$ cat config.mk
export PLATFORM = sky130hd
export DESIGN_NAME = reset_sequencer
export DESIGN_NICKNAME = d
export VERILOG_FILES = /design/src/rtl/reset_seq_pkg.sv /design/src/rtl/btn_debounce.sv /design/src/rtl/reset_sequencer.sv
export SDC_FILE = /design/constraint.sdc
export NUM_CORES = 1
export LEC_CHECK = 0
export CELL_PAD_IN_SITES_DETAIL_PLACEMENT = 1
export CELL_PAD_IN_SITES_GLOBAL_PLACEMENT = 1
export CORE_MARGIN = 2
export CORE_UTILIZATION = 35
export CTS_CLUSTER_DIAMETER = 30
export DETAILED_ROUTE_END_ITERATION = 12
export PLACE_DENSITY_LB_ADDON = 0.1
export SLEW_MARGIN = 20
export SYNTH_ARGS = -nofsm -noshare
export SYNTH_HDL_FRONTEND = slang
export SYNTH_SLANG_ARGS = --single-unit
$ cat constraint.sdc
create_clock -name CLK -period 3.3 [get_ports CLK]
set_input_delay 0.66 -clock CLK [delete_from_list [all_inputs] [get_ports CLK]]
set_output_delay 0.66 -clock CLK [all_outputs]
set_load 0.02 [all_outputs]
$ cat src/rtl/reset_seq_pkg.sv
// Shared types and helpers for the reset sequencer: FSM state encoding and counter sizing.
package reset_seq_pkg;

    typedef enum logic [1:0] {
        ASSERT  = 2'd0,
        RELEASE = 2'd1,
        RUN     = 2'd2
    } reset_state_t;

    // Counters never need to reach n itself, so $clog2(n) bits suffice (at least one).
    function automatic int cnt_width(input int n);
        return (n > 1) ? $clog2(n) : 1;
    endfunction

endpackage

$ cat src/rtl/btn_debounce.sv
// Synchronises the raw active-low button and accepts a level change only after it is stable.
// Latency: 2 sync cycles + DEBOUNCE_CYCLES from pin change to pressed change; no backpressure.
module btn_debounce
    import reset_seq_pkg::*;
#(
    parameter int DEBOUNCE_CYCLES = 50000
) (
    input  logic clk,
    input  logic reset,
    input  logic btn_n,
    output logic pressed
);

    localparam int CNT_W = cnt_width(DEBOUNCE_CYCLES);
    localparam logic [CNT_W-1:0] CNT_LAST = CNT_W'(DEBOUNCE_CYCLES - 1);

    logic             meta_q, meta_d;
    logic             sync_q, sync_d;
    logic             stable_q, stable_d;
    logic [CNT_W-1:0] cnt_q, cnt_d;

    always_comb begin
        meta_d   = btn_n;
        sync_d   = meta_q;
        stable_d = stable_q;
        cnt_d    = '0;
        if (sync_q != stable_q) begin
            if (cnt_q == CNT_LAST) begin
                stable_d = sync_q;
            end else begin
                cnt_d = cnt_q + CNT_W'(1);
            end
        end
    end

    // Synchroniser flops carry no reset so they can sit in a tight metastability-friendly pair.
    always_ff @(posedge clk) begin
        meta_q <= meta_d;
        sync_q <= sync_d;
    end

    always_ff @(posedge clk) begin
        if (reset) begin
            stable_q <= 1'b1;
            cnt_q    <= '0;
        end else begin
            stable_q <= stable_d;
            cnt_q    <= cnt_d;
        end
    end

    assign pressed = ~stable_q;

endmodule

$ cat src/rtl/reset_sequencer.sv
// Board reset controller: holds all domains in reset after any trigger, then releases them in order.
// Latency: registered outputs, bit 0 free HOLD_CYCLES after trigger drops, GAP_CYCLES per step; no backpressure.
module reset_sequencer
    import reset_seq_pkg::*;
#(
    parameter int N_CH            = 4,
    parameter int HOLD_CYCLES     = 255,
    parameter int GAP_CYCLES      = 16,
    parameter int DEBOUNCE_CYCLES = 50000
) (
    input  logic            CLK,
    input  logic            RESET,
    input  logic            BTN_N,
    input  logic            PLL_LOCKED,
    output logic [N_CH-1:0] RST_OUT,
    output logic            READY
);

    localparam int HOLD_W = cnt_width(HOLD_CYCLES);
    localparam int GAP_W  = cnt_width(GAP_CYCLES);
    localparam int IDX_W  = cnt_width(N_CH);
    localparam logic [HOLD_W-1:0] HOLD_LAST = HOLD_W'(HOLD_CYCLES - 1);
    localparam logic [GAP_W-1:0]  GAP_LAST  = GAP_W'(GAP_CYCLES - 1);
    localparam logic [IDX_W-1:0]  IDX_LAST  = IDX_W'(N_CH - 1);

    logic              pll_meta_q, pll_meta_d;
    logic              pll_sync_q, pll_sync_d;
    logic              btn_pressed;
    logic              trigger;

    reset_state_t      state_q, state_d;
    logic [HOLD_W-1:0] hold_q, hold_d;
    logic [GAP_W-1:0]  gap_q, gap_d;
    logic [IDX_W-1:0]  idx_q, idx_d;
    logic [N_CH-1:0]   rst_out_q, rst_out_d;
    logic              ready_q, ready_d;

    btn_debounce #(
        .DEBOUNCE_CYCLES (DEBOUNCE_CYCLES)
    ) u_btn_debounce (
        .clk     (CLK),
        .reset   (RESET),
        .btn_n   (BTN_N),
        .pressed (btn_pressed)
    );

    assign pll_meta_d = PLL_LOCKED;
    assign pll_sync_d = pll_meta_q;

    always_ff @(posedge CLK) begin
        pll_meta_q <= pll_meta_d;
        pll_sync_q <= pll_sync_d;
    end

    assign trigger = RESET | btn_pressed | ~pll_sync_q;

    always_comb begin
        state_d   = state_q;
        hold_d    = hold_q;
        gap_d     = gap_q;
        idx_d     = idx_q;
        rst_out_d = rst_out_q;
        ready_d   = ready_q;
        if (trigger) begin
            state_d   = ASSERT;
            hold_d    = '0;
            gap_d     = '0;
            idx_d     = '0;
            rst_out_d = '1;
            ready_d   = 1'b0;
        end else begin
            unique case (state_q)
                ASSERT: begin
                    rst_out_d = '1;
                    ready_d   = 1'b0;
                    if (hold_q == HOLD_LAST) begin
                        rst_out_d[0] = 1'b0;
                        gap_d        = '0;
                        if (N_CH == 1) begin
                            state_d = RUN;
                            ready_d = 1'b1;
                        end else begin
                            // idx points at the next channel still held in reset
                            state_d = RELEASE;
                            idx_d   = IDX_W'(1);
                        end
                    end else begin
                        hold_d = hold_q + HOLD_W'(1);
                    end
                end
                RELEASE: begin
                    if (gap_q == GAP_LAST) begin
                        rst_out_d[idx_q] = 1'b0;
                        gap_d            = '0;
                        if (idx_q == IDX_LAST) begin
                            state_d = RUN;
                            ready_d = 1'b1;
                        end else begin
                            idx_d = idx_q + IDX_W'(1);
                        end
                    end else begin
                        gap_d = gap_q + GAP_W'(1);
                    end
                end
                RUN: begin
                    rst_out_d = '0;
                    ready_d   = 1'b1;
                end
                default: begin
                    state_d = ASSERT;
                end
            endcase
        end
    end

    always_ff @(posedge CLK) begin
        if (RESET) begin
            state_q   <= ASSERT;
            hold_q    <= '0;
            gap_q     <= '0;
            idx_q     <= '0;
            rst_out_q <= '1;
            ready_q   <= 1'b0;
        end else begin
            state_q   <= state_d;
            hold_q    <= hold_d;
            gap_q     <= gap_d;
            idx_q     <= idx_d;
            rst_out_q <= rst_out_d;
            ready_q   <= ready_d;
        end
    end

    assign RST_OUT = rst_out_q;
    assign READY   = ready_q;

endmodule

Word-level counts from Yosys, hierarchy flattened
Index checks and enable logic that the tools add are counted.
{"block": "word_totals", "reg_bits": 42, "out_inout_bits": 5, "wordCells": 69, "input_bits": 4}
{"block": "op_classes", "mux": 18, "reduce_logical": 13, "n_eq_ne": 11, "n_addsub": 4, "bitwise_logic": 9, "order_cmp": 2}
{"op": "$add A16 B1 Y16 const B", "count": 1}
{"op": "$eq A16 B16 Y1 const B", "count": 1}
{"op": "$mux W4", "count": 3}
{"op": "$pmux W4 S3", "count": 1}
{"op": "$mux W2", "count": 5}
{"op": "$add A8 B1 Y8 const B", "count": 1}
{"op": "$eq A8 B8 Y1 const B", "count": 1}
{"op": "$ne A2 B2 Y1 const B", "count": 4}
{"op": "$pmux W4 S2", "count": 1}
{"op": "$reduce_and A2 Y1", "count": 4}
{"op": "$reduce_and A4 Y1", "count": 2}
{"op": "$pmux W2 S3", "count": 1}
{"op": "$not A1 Y1", "count": 5}
{"op": "$add A4 B1 Y4 const B", "count": 1}
{"op": "$and A4 B4 Y4", "count": 1}
{"op": "$eq A2 B2 Y1 const B", "count": 2}
{"op": "$eq A4 B4 Y1 const B", "count": 1}
{"op": "$mux W1", "count": 4}
{"op": "$not A4 Y4", "count": 1}
{"op": "$pmux W2 S2", "count": 1}
{"op": "$lt A2 B3 Y1 const B", "count": 1}
{"op": "$pmux W1 S3", "count": 1}
{"op": "$reduce_and A3 Y1", "count": 1}
{"op": "$reduce_bool A3 Y1", "count": 1}
{"op": "other kinds (11)", "count": 12}

Logic depth before layout (Yosys ltp)
Gate-level depths: netlist of the first run.
{"block": "logic_depth", "depth_word": 8, "ltp_mapped": 7, "ltp_nobuf": 6}

Hierarchy
From an unflattened synthesis of the first run, not the netlist that was laid out.
{"block": "unflattened", "hier_cells": 223, "hier_area_um2": 2014.4}
{"mod": "reset_sequencer", "cells_per_inst": 136, "area_each_um2": 1216.2, "n_inst": 1}
{"mod": "btn_debounce", "cells_per_inst": 87, "area_each_um2": 798.3, "n_inst": 1}

Worst setup path before layout of the first run
Ideal clock, no wire load.
{"block": "synth_timing", "kind": "reg-to-reg", "from": "reg hold_q[0]", "to": "reg gap_q[2]", "path_stages_with_launch": 8, "t_arrival_ns": 1.541, "period_less_slack_ns": 1.668, "slack_ns": 1.632, "required_ns": 3.173, "cell_sequence": "dfxtp_1 -> inv_1 -> ha_1 -> nand3_1 -> o21a_1 -> buf_6 -> o211a_1 -> or3_1"}
{"block": "synth_between", "elab_chain_len": 3}
{"item": "start, declared", "line_no": "reset_sequencer.sv:32", "source": "logic [HOLD_W-1:0] hold_q, hold_d;"}
{"item": "start signal, assigned", "line_no": "reset_sequencer.sv:126", "source": "hold_q <= hold_d;"}
{"item": "$eq A8 B8 Y1", "line_no": "reset_sequencer.sv:76", "source": "if (hold_q == HOLD_LAST) begin"}
{"item": "$ne A2 B2 Y1 (no line)"}
{"item": "$reduce_and A2 Y1 (no line)"}
{"item": "end signal, assigned", "line_no": "reset_sequencer.sv:127", "source": "gap_q <= gap_d;"}
{"item": "end, declared", "line_no": "reset_sequencer.sv:33", "source": "logic [GAP_W-1:0] gap_q, gap_d;"}
Every way passes these cells.
A chain may end at the register's enable or synchronous reset.

Final worst setup path of the first run
{"block": "layout_timing", "from": "reg state_q[1]", "to": "reg gap_q[2]"}
{"block": "layout_between", "elab_chain_len": 3, "word_cells_on_any_way": 6}
{"item": "start, declared", "line_no": "reset_sequencer.sv:31", "source": "reset_state_t state_q, state_d;"}
{"item": "start signal, assigned", "line_no": "reset_sequencer.sv:125", "source": "state_q <= state_d;"}
{"item": "$eq A2 B1 Y1 or $logic_not A2 Y1 (tied branches)", "line_no": "reset_sequencer.sv:72", "source": "unique case (state_q)"}
{"item": "$reduce_bool A2 Y1 (no line) or $ne A2 B2 Y1 (tied branches)"}
{"item": "$reduce_and A2 Y1 (no line)"}
Parallel ways exist; a longest one is shown, timed or not.

==> flow_metrics.py, run 1 <==
metrics = {
    "grt": {
        "grt_pass1_vias": 1625,
        "grt_use_total": 0.1524,
        "grt_first_pass_wirelength_mm": 7.645,
        "antenna_found_initial": 0,
        "grt_max_degree": 21,
        "overflow": 0,
    },
    "synth": {
        "netlist_area_mm2": 0.002001,
        "yosys_register_bits": 42,
        "netlist_instances": 227,
        "synth_top_cell_by_area": "dfxtp_1",
        "synth.most_common_cell": "dfxtp_1",
        "ys.warnings.count": 0,
        "ys_types": 40,
        "ys_top_cells_by_count": "dfxtp_1, nor2_1, nand2_1",
        "yosysTopAreaCellShare": 0.4203,
        "ys.flop_type": "dfxtp_1",
        "yosysSeqAreaShare": 0.4203,
        "synthArstFlopShare": 0,
        "avgSynthCellArea_um2": 8.814,
        "synth_edf_count": 0,
        "synth_area_leaders": "dfxtp_1, ha_1, xnor2_1",
        "synth_nets": 244,
    },
    "setup_path": {
        "worst_setup_path_end_kind": "register",
        "r2r-end": "gap_q[2]$_SDFFE_PP0P_",
        "crit_fanout": 20,
        "crit_required_ps": 3470,
        "rr_startpoint": "state_q[1]$_SDFFE_PP0P_",
        "critPathKind": "register to register",
        "r2r_setup_slack_ps": 1280,
        "r2r.worst_path.cells": 5,
        "critPathLaunchType": "register",
        "arrival_ps": 2190,
    },
    "timing": {
        "hold_violations": 0,
        "fin_crit_ps": 2017,
        "tightest_slew_ps": 620.6,
        "setup_viol": 0,
        "rsz0062_at_grt": "no",
        "fmax_mhz": 495.8,
        "skew_ps": 13.23,
        "drv_slew": 0,
        "holdWs_ps": 329.7,
        "period_share": 0.6112,
        "finalSetupTns_ps": 0,
        "max_slew_margin": 0.5862,
    },
    "clock_network": {
        "postCtsHoldBufs": 0,
        "cts_tree": "done",
        "ctsLongestPathBuffers": 2,
        "clkSinkCount": 42,
        "ctsRootBufferMaster": "clkbuf_8",
        "numCtsBuffers": 5,
        "cts_max_level": 2,
        "post_cts_buffers": 0,
        "cts_resized": 0,
        "clkSlewWorstSetupHoldPaths_ps": 90,
        "clk_latency_ps": 290,
    },
    "finish": {
        "n_antenna_cell": 0,
        "nNetsFinal": 254,
        "fillers": 660,
        "area_growth_pct": 13.13,
        "fin_cells": 309,
        "stdcell_area_mm2": 0.002263,
        "drive_above_1_share": 0.05485,
    },
    "status": {
        "status": "finished clean",
    },
    "route": {
        "drc": 0,
        "drt_iter0_drc": 56,
        "detail-route-antenna-nets": 0,
        "viasPerCell": 5.201,
        "wirelength_mm": 4.292,
        "dr_total_vias": 1607,
        "avgRoutedWirePerCell_um": 13.89,
        "dr.pass1.iters": 3,
    },
    "min_path": {
        "holdPathStages": 0,
        "min_to": "u_btn_debounce.sync_q$_DFF_P_",
        "hold_path_class": "register to register",
        "hold_start": "u_btn_debounce.meta_q$_DFF_P_",
    },
    "floorplan": {
        "die-area_mm2": 0.006337,
        "dieHeight_um": 79.61,
        "die_w_um": 79.61,
        "start_util": 0.3633,
        "design.portCount": 9,
        "floorplan.rows": 27,
        "fp.coreArea_mm2": 0.005507,
    },
    "placed_design": {
        "dpl.hpwl_mm": 3.043,
        "placed_cells": 302,
        "port_buffers": 8,
        "gp_congestion": 0.7127,
        "dpl-instance-area_mm2": 0.002151,
    },
    "power_and_ir_drop": {
        "power_uw": 955.9,
        "ir_drop_v": 0.0001678,
        "p_leak_uw": 0.0008228,
        "p_per_area_mw_per_mm2": 422.3,
    },
    "flow_run": {
        "maxCapViolCount": 0,
    },
}
## cells in the final DEF (no fill, tap or decap), types with 2 or more instances in the layout
| master | count |
|---|---|
| a211o_1 | 2 |
| a211oi_1 | 3 |
| a21o_1 | 2 |
| a21oi_1 | 8 |
| and3_1 | 2 |
| and3_2 | 2 |
| buf_4 | 2 |
| clkbuf_8 | 6 |
| clkdlybuf4s50_1 | 8 |
| dfxtp_1 | 42 |
| ha_1 | 13 |
| inv_1 | 9 |
| nand2_1 | 18 |
| nand3_1 | 12 |
| nand4_1 | 5 |
| nor2_1 | 31 |
| nor2b_1 | 4 |
| nor3_1 | 9 |
| nor4_1 | 6 |
| o211ai_1 | 4 |
| o21ai_0 | 9 |
| or4_1 | 3 |
| xnor2_1 | 15 |
| xor2_1 | 5 |
## how the worst max path moves through the flow
stage	from	to	slack, ps
2_1_floorplan	hold_q[0]$_SDFFE_PP0P_	gap_q[2]$_SDFFE_PP0P_	1630
3_3_place_gp	RESET	hold_q[5]$_SDFFE_PP0P_	1150
3_5_place_dp	RESET	hold_q[5]$_SDFFE_PP0P_	1140
4_1_cts	state_q[1]$_SDFFE_PP0P_	gap_q[2]$_SDFFE_PP0P_	1280
5_1_grt	state_q[1]$_SDFFE_PP0P_	gap_q[2]$_SDFFE_PP0P_	1120
6_report	state_q[1]$_SDFFE_PP0P_	gap_q[2]$_SDFFE_PP0P_	1280
## sequential cells by signal, indices dropped and copies added, names as in the netlist
name,cells
pll_sync_q,1
u_btn_debounce.stable_q,1
pll_meta_q,1
u_btn_debounce.meta_q,1
READY,1
state_q,2
u_btn_debounce.sync_q,1
gap_q,4
idx_q,2
u_btn_debounce.cnt_q,16
hold_q,8
RST_OUT,4
## stage by stage
| stage | utilization | setup slack [ps] |
|---|---|---|
| finish | 0.4110 | 1283 |
| CTS | 0.4110 | 1284 |
| global route | 0.4110 | 1123 |
| floorplan | - | 1632 |
| global placement | 0.3906 | 1152 |
| detailed placement | 0.3906 | 1138 |
## layout make-up
| cell class | count | area (um^2) | share of cell area |
|---|---|---|---|
| clock buffer | 6 | 82.58 | 0.03648 |
| clock inverter | 1 | 30.03 | 0.01327 |
| inverter | 9 | 33.78 | 0.01493 |
| multi-input combinational | 169 | 1091 | 0.4820 |
| sequential | 42 | 840.8 | 0.3715 |
| tap | 72 | 90.09 | 0.03980 |
| timing repair buffer | 10 | 95.09 | 0.04201 |
## critical path, stage by stage (launching register included)
cell and delay (ps):
dfxtp_1 350, inv_1 100, ha_1 560, nor2_1 260, o211a_1 260, or3_1 360
## power breakdown
group          internal [uW]  leakage, uW  switching (uW)
Combinational           7.80     0.000425            11.4
Clock                    242    0.0000573             179
Sequential               511     0.000341            3.80
Total                    762     0.000823             194
## layer usage
layer  global-route usage  share of wire  up-vias
li1                     -              -      816
met1               0.1930           0.49      770
met2               0.2563           0.47       14
met3              0.02715          0.019        7
met4              0.05862          0.014        0
met5                    0              0        -
## logic make-up (layout without fill, tap and decap cells)
family                     Yosys count  count (layout)  synth area share
AOI/OAI and AO/OA                   34              34            0.1101
xor gates and xnor gates            20              20           0.08756
adders and majority gates           13              13           0.08130
buffers and inverters               16              26           0.03439
DFF                                 42              42            0.4203
muxes                                1               1          0.005003
and+or+nand+nor                    101             101            0.2614
Note: power is estimated with default switching activity, not from simulation.
==> inputs of run 2 (changes only) <==
==> constraint.sdc (replaced) <==
create_clock -name CLK -period 1.69 [get_ports CLK]
set_input_delay 0.338 -clock CLK [delete_from_list [all_inputs] [get_ports CLK]]
set_output_delay 0.338 -clock CLK [all_outputs]
set_load 0.02 [all_outputs]
==> run 2 against run 1 <==
Clock power is 130% higher. Worst setup slack worse by 1200 ps. Routed wire length is 7.6% higher. Global-route usage is 0.88 points higher. Non-clock buffer count is 29 higher. Design area is 13% higher. Clock skew is 6.0 ps lower. Core utilization is 5.3 points higher. Sequential power is 94% higher. Critical path type unchanged. Critical endpoint is now hold_q[7]$_SDFFE_PP0P_.
==> flow_metrics.py, run 2 (synthesis results as in run 1) <==
metrics = {
    "finish": {
        "regMostFlops": "u_btn_debounce.cnt_q",
        "final_common_cell": "dfxtp_1",
        "most-common-layout-cells": "dfxtp_1, nor2_1, buf_4, nand2_1, xnor2_1",
        "largest_reg_flops": 16,
        "nNetsFinal": 283,
        "reg.largest.list": "u_btn_debounce.cnt_q: 16 flops, hold_q: 8 flops",
        "area_growth_pct": 27.83,
        "n_antenna_cell": 0,
        "stdcell_area_mm2": 0.002557,
        "drive_above_1_share": 0.1948,
    },
    "min_path": {
        "hold_path_class": "register to register",
    },
    "power_and_ir_drop": {
        "ir_drop_v": 0.0005565,
        "p_leak_uw": 0.0009841,
        "p_per_area_mw_per_mm2": 796.6,
    },
    "timing": {
        "max_slew_margin": 0.7705,
        "period_share": 0.9419,
        "fmax_mhz": 628.2,
        "tightest_slew_ps": 341.1,
        "holdWs_ps": 332.6,
        "finalSetupTns_ps": 0,
        "hold_violations": 0,
        "setup_viol": 0,
        "fin_crit_ps": 1592,
        "drv_slew": 0,
        "skew_ps": 7.200,
    },
    "setup_path": {
        "crit_required_ps": 1920,
        "crit_fanout": 9,
        "cp_slowest_cell": "or4_4",
        "critPathLaunchType": "register",
        "critPathKind": "register to register",
        "critPathMaxStageDelay_ps": 510,
        "arrival_ps": 1820,
        "worst_setup_path_end_kind": "register",
        "crit_chain": "inv_1, ha_1, nand3_2, o21ai_1, buf_4, or4_4, a21oi_2",
    },
    "flow_run": {
        "maxCapViolCount": 0,
    },
    "clock_network": {
        "post_cts_buffers": 0,
        "clkSinkCount": 42,
        "ctsRootBufferMaster": "clkbuf_8",
        "clk_latency_ps": 290,
        "cts_tree": "done",
        "numCtsBuffers": 5,
        "cts_max_level": 2,
        "ctsLongestPathBuffers": 2,
        "clkSlewWorstSetupHoldPaths_ps": 80,
    },
    "status": {
        "status": "finished clean",
    },
    "floorplan": {
        "design.portCount": 9,
        "floorplan.rows": 27,
        "dieHeight_um": 79.61,
        "die_w_um": 79.61,
        "start_util": 0.3633,
        "fp.coreArea_mm2": 0.005507,
        "die-area_mm2": 0.006337,
    },
    "placed_design": {
        "dpl-instance-area_mm2": 0.002369,
        "dpl.hpwl_mm": 3.495,
        "port_buffers": 8,
        "gp_congestion": 0.7345,
    },
    "route": {
        "detail-route-antenna-nets": 0,
        "drc": 0,
        "avgRoutedWirePerCell_um": 13.62,
        "viasPerCell": 4.938,
        "dr_total_vias": 1674,
        "wirelength_mm": 4.617,
        "drt_iter0_drc": 52,
        "dr.pass1.iters": 4,
    },
    "grt": {
        "grt_first_pass_wirelength_mm": 8.059,
        "grt_max_degree": 15,
        "overflow": 0,
        "antenna_found_initial": 0,
        "grt_use_total": 0.1611,
        "grt_pass1_vias": 1746,
    },
}
-- run 2: changes by cell type in the layout (fill, tap and decap cells not counted), moves of 2 or more --
| cell | before | now |
|---|---|---|
| buf_4 | 2 | 31 |
| nand3_2 | 0 | 2 |
| nand3_1 | 12 | 10 |
| ha_1 | 13 | 11 |
-- run 2: through the flow --
| step | power, uW | utilization | std cells | setup slack, ps |
|---|---|---|---|---|
| after detailed placement | 1081 | 0.4301 | 331 | 24.50 |
| after global placement | 1080 | 0.4301 | 331 | 67.54 |
| after global routing | 2122 | 0.4644 | 339 | -3.082 |
| after CTS | 2071 | 0.4569 | 339 | 9.362 |
| after floorplan | 1050 | - | 227 | 22.07 |
| final | 2037 | 0.4644 | 339 | 98.15 |
-- run 2: worst paths after layout --
path                            startpoint                            end  slack, ps  cells after the start
max                 hold_q[0]$_SDFFE_PP0P_         hold_q[7]$_SDFFE_PP0P_        100                      7
min          u_btn_debounce.meta_q$_DFF_P_  u_btn_debounce.sync_q$_DFF_P_        330                      0
max reg2reg         hold_q[0]$_SDFFE_PP0P_         hold_q[7]$_SDFFE_PP0P_        100                      7
min reg2reg  u_btn_debounce.meta_q$_DFF_P_  u_btn_debounce.sync_q$_DFF_P_        330                      0
-- run 2: routing by layer --
| layer | track usage | share of wire |
|---|---|---|
| met5 | 0 | 0 |
| met4 | 0.03621 | 0.0080 |
| met3 | 0.03394 | 0.019 |
| met2 | 0.2815 | 0.48 |
| met1 | 0.2024 | 0.49 |
-- run 2: critical path, delay by kind of cell (launching register included) --
kind / cells / cell delay, ps
flops: 1 / 330
fa+ha+maj: 1 / 190
buf+inv: 2 / 200
simple gates: 2 / 620
compound gates: 2 / 180
-- run 2: area by class of cell --
class | instances | area (um^2)
repair buffers | 39 | 312.8
clock inverters | 2 | 60.06
fillers | 647 | 2949
flip-flops and latches | 42 | 842.1
clock buffers | 6 | 82.58
multi-input cells | 169 | 1136
well taps | 72 | 90.09
inverters | 9 | 33.78
-- run 2: power breakdown --
group | total (uW) | internal [uW] | switching, uW | leakage (uW)
Sequential | 1000 | 999 | 4.60 | 0.000341
Combinational | 53.4 | 25.8 | 27.6 | 0.000572
Clock | 981 | 630 | 350 | 0.0000714
-- run 2: what timing repair did --
action / CTS / global route
hold buffers: 0 / 0
gates resized for setup: 1 / 11
endpoints found under the hold margin: 0 / 0
gates cloned: 0 / 0
setup endpoints to repair: 1 / 7
pin swaps: 0 / 1
==> inputs of run 3 (changes only) <==
--- a/config.mk
+++ b/config.mk
@@ -12,6 +12,7 @@
 export CTS_CLUSTER_DIAMETER = 30
 export DETAILED_ROUTE_END_ITERATION = 12
 export PLACE_DENSITY_LB_ADDON = 0.1
+export SKIP_CTS_REPAIR_TIMING = 1
 export SLEW_MARGIN = 20
 export SYNTH_ARGS = -nofsm -noshare
 export SYNTH_HDL_FRONTEND = slang
==> constraint.sdc (replaced) <==
create_clock -name CLK -period 1.9 [get_ports CLK]
set_input_delay 0.38 -clock CLK [delete_from_list [all_inputs] [get_ports CLK]]
set_output_delay 0.38 -clock CLK [all_outputs]
set_load 0.02 [all_outputs]
==> run 3 against run 2 <==
Clock skew up 8.6 ps. Sequential cell count is the same. Register-to-register slack better by 50 ps. Cell count is 4.4% lower. Critical path depth stayed put. Worst setup slack better by 54 ps. Non-clock buffer count is 15 lower. Count of clock-buffer cells in the layout is the same. Combinational power is 18% lower. Via count is 1.3% lower. Largest power group is now the clock network.
==> flow_metrics.py, run 3 (synthesis results as in run 1) <==
metrics = {
    "status": {
        "status": "finished clean",
    },
    "setup_path": {
        "endpoint": "gap_q[0]$_SDFFE_PP0P_",
        "critPathLaunchType": "register",
        "critPathKind": "register to register",
        "r2r-end": "gap_q[0]$_SDFFE_PP0P_",
        "cp_slowest_cell": "or4_1",
        "r2r_setup_slack_ps": 150,
        "arrival_ps": 1990,
        "rr_startpoint": "hold_q[0]$_SDFFE_PP0P_",
        "critPathTopFamily": "simple AND/OR/NAND/NOR gates",
        "cp_num_cells": 7,
        "r2r.worst_path.cells": 7,
        "crit_start": "hold_q[0]$_SDFFE_PP0P_",
        "critPathMaxStageDelay_ps": 510,
        "crit_chain": "inv_1, ha_1, nand3_1, buf_4, o21a_2, or4_1, a21oi_1",
        "crit_buf_inv": 2,
        "worst_setup_path_end_kind": "register",
        "crit_required_ps": 2140,
        "crit_fanout": 7,
    },
    "finish": {
        "n_antenna_cell": 0,
        "final_common_cell": "dfxtp_1",
        "fin_cells": 324,
        "nNetsFinal": 268,
        "area_growth_pct": 20.20,
        "largest_reg_flops": 16,
        "reg.largest.list": "u_btn_debounce.cnt_q: 16 flops, hold_q: 8 flops",
        "stdcell_area_mm2": 0.002405,
        "drive_above_1_share": 0.1190,
        "regMostFlops": "u_btn_debounce.cnt_q",
        "most-common-layout-cells": "dfxtp_1, nor2_1, nand2_1, buf_4, xnor2_1",
    },
    "floorplan": {
        "die_w_um": 79.61,
        "floorplan.rows": 27,
        "die-area_mm2": 0.006337,
        "start_util": 0.3633,
        "design.portCount": 9,
        "fp.coreArea_mm2": 0.005507,
        "dieHeight_um": 79.61,
    },
    "grt": {
        "grt_max_degree": 15,
        "grt_first_pass_wirelength_mm": 7.776,
        "antenna_found_initial": 0,
        "grt.met2_usage": 0.2571,
        "met1_usage": 0.1971,
        "busiest_layer": "met2",
        "grt_pass1_vias": 1661,
        "overflow": 0,
        "use_met3": 0.04072,
        "grt_use_total": 0.1576,
    },
    "timing": {
        "rsz0062_at_grt": "no",
        "max_slew_margin": 0.7439,
        "period_share": 0.9197,
        "finalSetupTns_ps": 0,
        "setup_ws_ps": 152.6,
        "drv_slew": 0,
        "setup_viol": 0,
        "holdWs_ps": 331.9,
        "tightest_slew_ps": 383.0,
        "fmax_mhz": 572.3,
        "skew_ps": 15.76,
        "fin_crit_ps": 1747,
        "hold_violations": 0,
    },
    "placed_design": {
        "dpl.hpwl_mm": 3.305,
        "pre_cts_slack_ps": 93.61,
        "gp_congestion": 0.7152,
        "placed_cells": 316,
        "port_buffers": 8,
        "dpl-instance-area_mm2": 0.002256,
    },
    "route": {
        "drc": 0,
        "dr_total_vias": 1653,
        "drt_iter0_drc": 55,
        "detail-route-antenna-nets": 0,
        "avgRoutedWirePerCell_um": 13.84,
        "viasPerCell": 5.102,
        "dr.pass1.iters": 4,
        "wirelength_mm": 4.485,
    },
    "clock_network": {
        "clk_latency_ps": 310,
        "numCtsBuffers": 5,
        "ctsRootBufferMaster": "clkbuf_8",
        "cts_tree": "done",
        "clkSlewWorstSetupHoldPaths_ps": 90,
        "clkSinkCount": 42,
        "cts_max_level": 2,
        "ctsLongestPathBuffers": 2,
    },
    "power_and_ir_drop": {
        "ir_drop_v": 0.0003423,
        "p_leak_uw": 0.0009062,
        "p_per_area_mw_per_mm2": 764.2,
    },
    "min_path": {
        "hold_path_class": "register to register",
    },
    "flow_run": {
        "maxCapViolCount": 0,
    },
}
run 3: where the power goes:
| group | switching (uW) | internal (uW) |
|---|---|---|
| logic | 23.7 | 20.0 |
| clock network | 340 | 561 |
| registers | 4.81 | 888 |
| total | 369 | 1470 |
run 3: worst min path at each step:
stage / from / to / slack (ps) / depth (start not counted)
2_1_floorplan: pll_meta_q$_DFF_P_ / pll_sync_q$_DFF_P_ / 310 / 0
3_3_place_gp: pll_meta_q$_DFF_P_ / pll_sync_q$_DFF_P_ / 310 / 0
3_5_place_dp: pll_meta_q$_DFF_P_ / pll_sync_q$_DFF_P_ / 310 / 0
4_1_cts: pll_meta_q$_DFF_P_ / pll_sync_q$_DFF_P_ / 330 / 0
5_1_grt: pll_meta_q$_DFF_P_ / pll_sync_q$_DFF_P_ / 340 / 0
6_report: pll_meta_q$_DFF_P_ / pll_sync_q$_DFF_P_ / 330 / 0
run 3: layer usage:
layer  part of all wire  wire (um)
met2               0.46       2053
met1               0.50       2225
met5                  0          0
met4              0.019         83
met3              0.027        123
run 3: stage by stage:
step                power (uW)    util
global route              1904  0.4367
floorplan                933.8       -
CTS                       1858  0.4356
global placement         957.9  0.4097
detailed placement       958.4  0.4097
finish                    1838  0.4367
run 3: area by class of cell:
class	count	area [um^2]
clock inverters	2	60.06
multi-input cells	169	1097
inverters	9	33.78
flip-flops and latches	42	840.8
fillers	669	3102
clock buffers	6	82.58
well taps	72	90.09
repair buffers	24	200.2
run 3: worst reg2reg max path: stages (launching register included):
cell     delay [ps]
dfxtp_1         320
inv_1            50
ha_1            150
nand3_1         120
buf_4           160
o21a_2          240
or4_1           510
a21oi_1         130
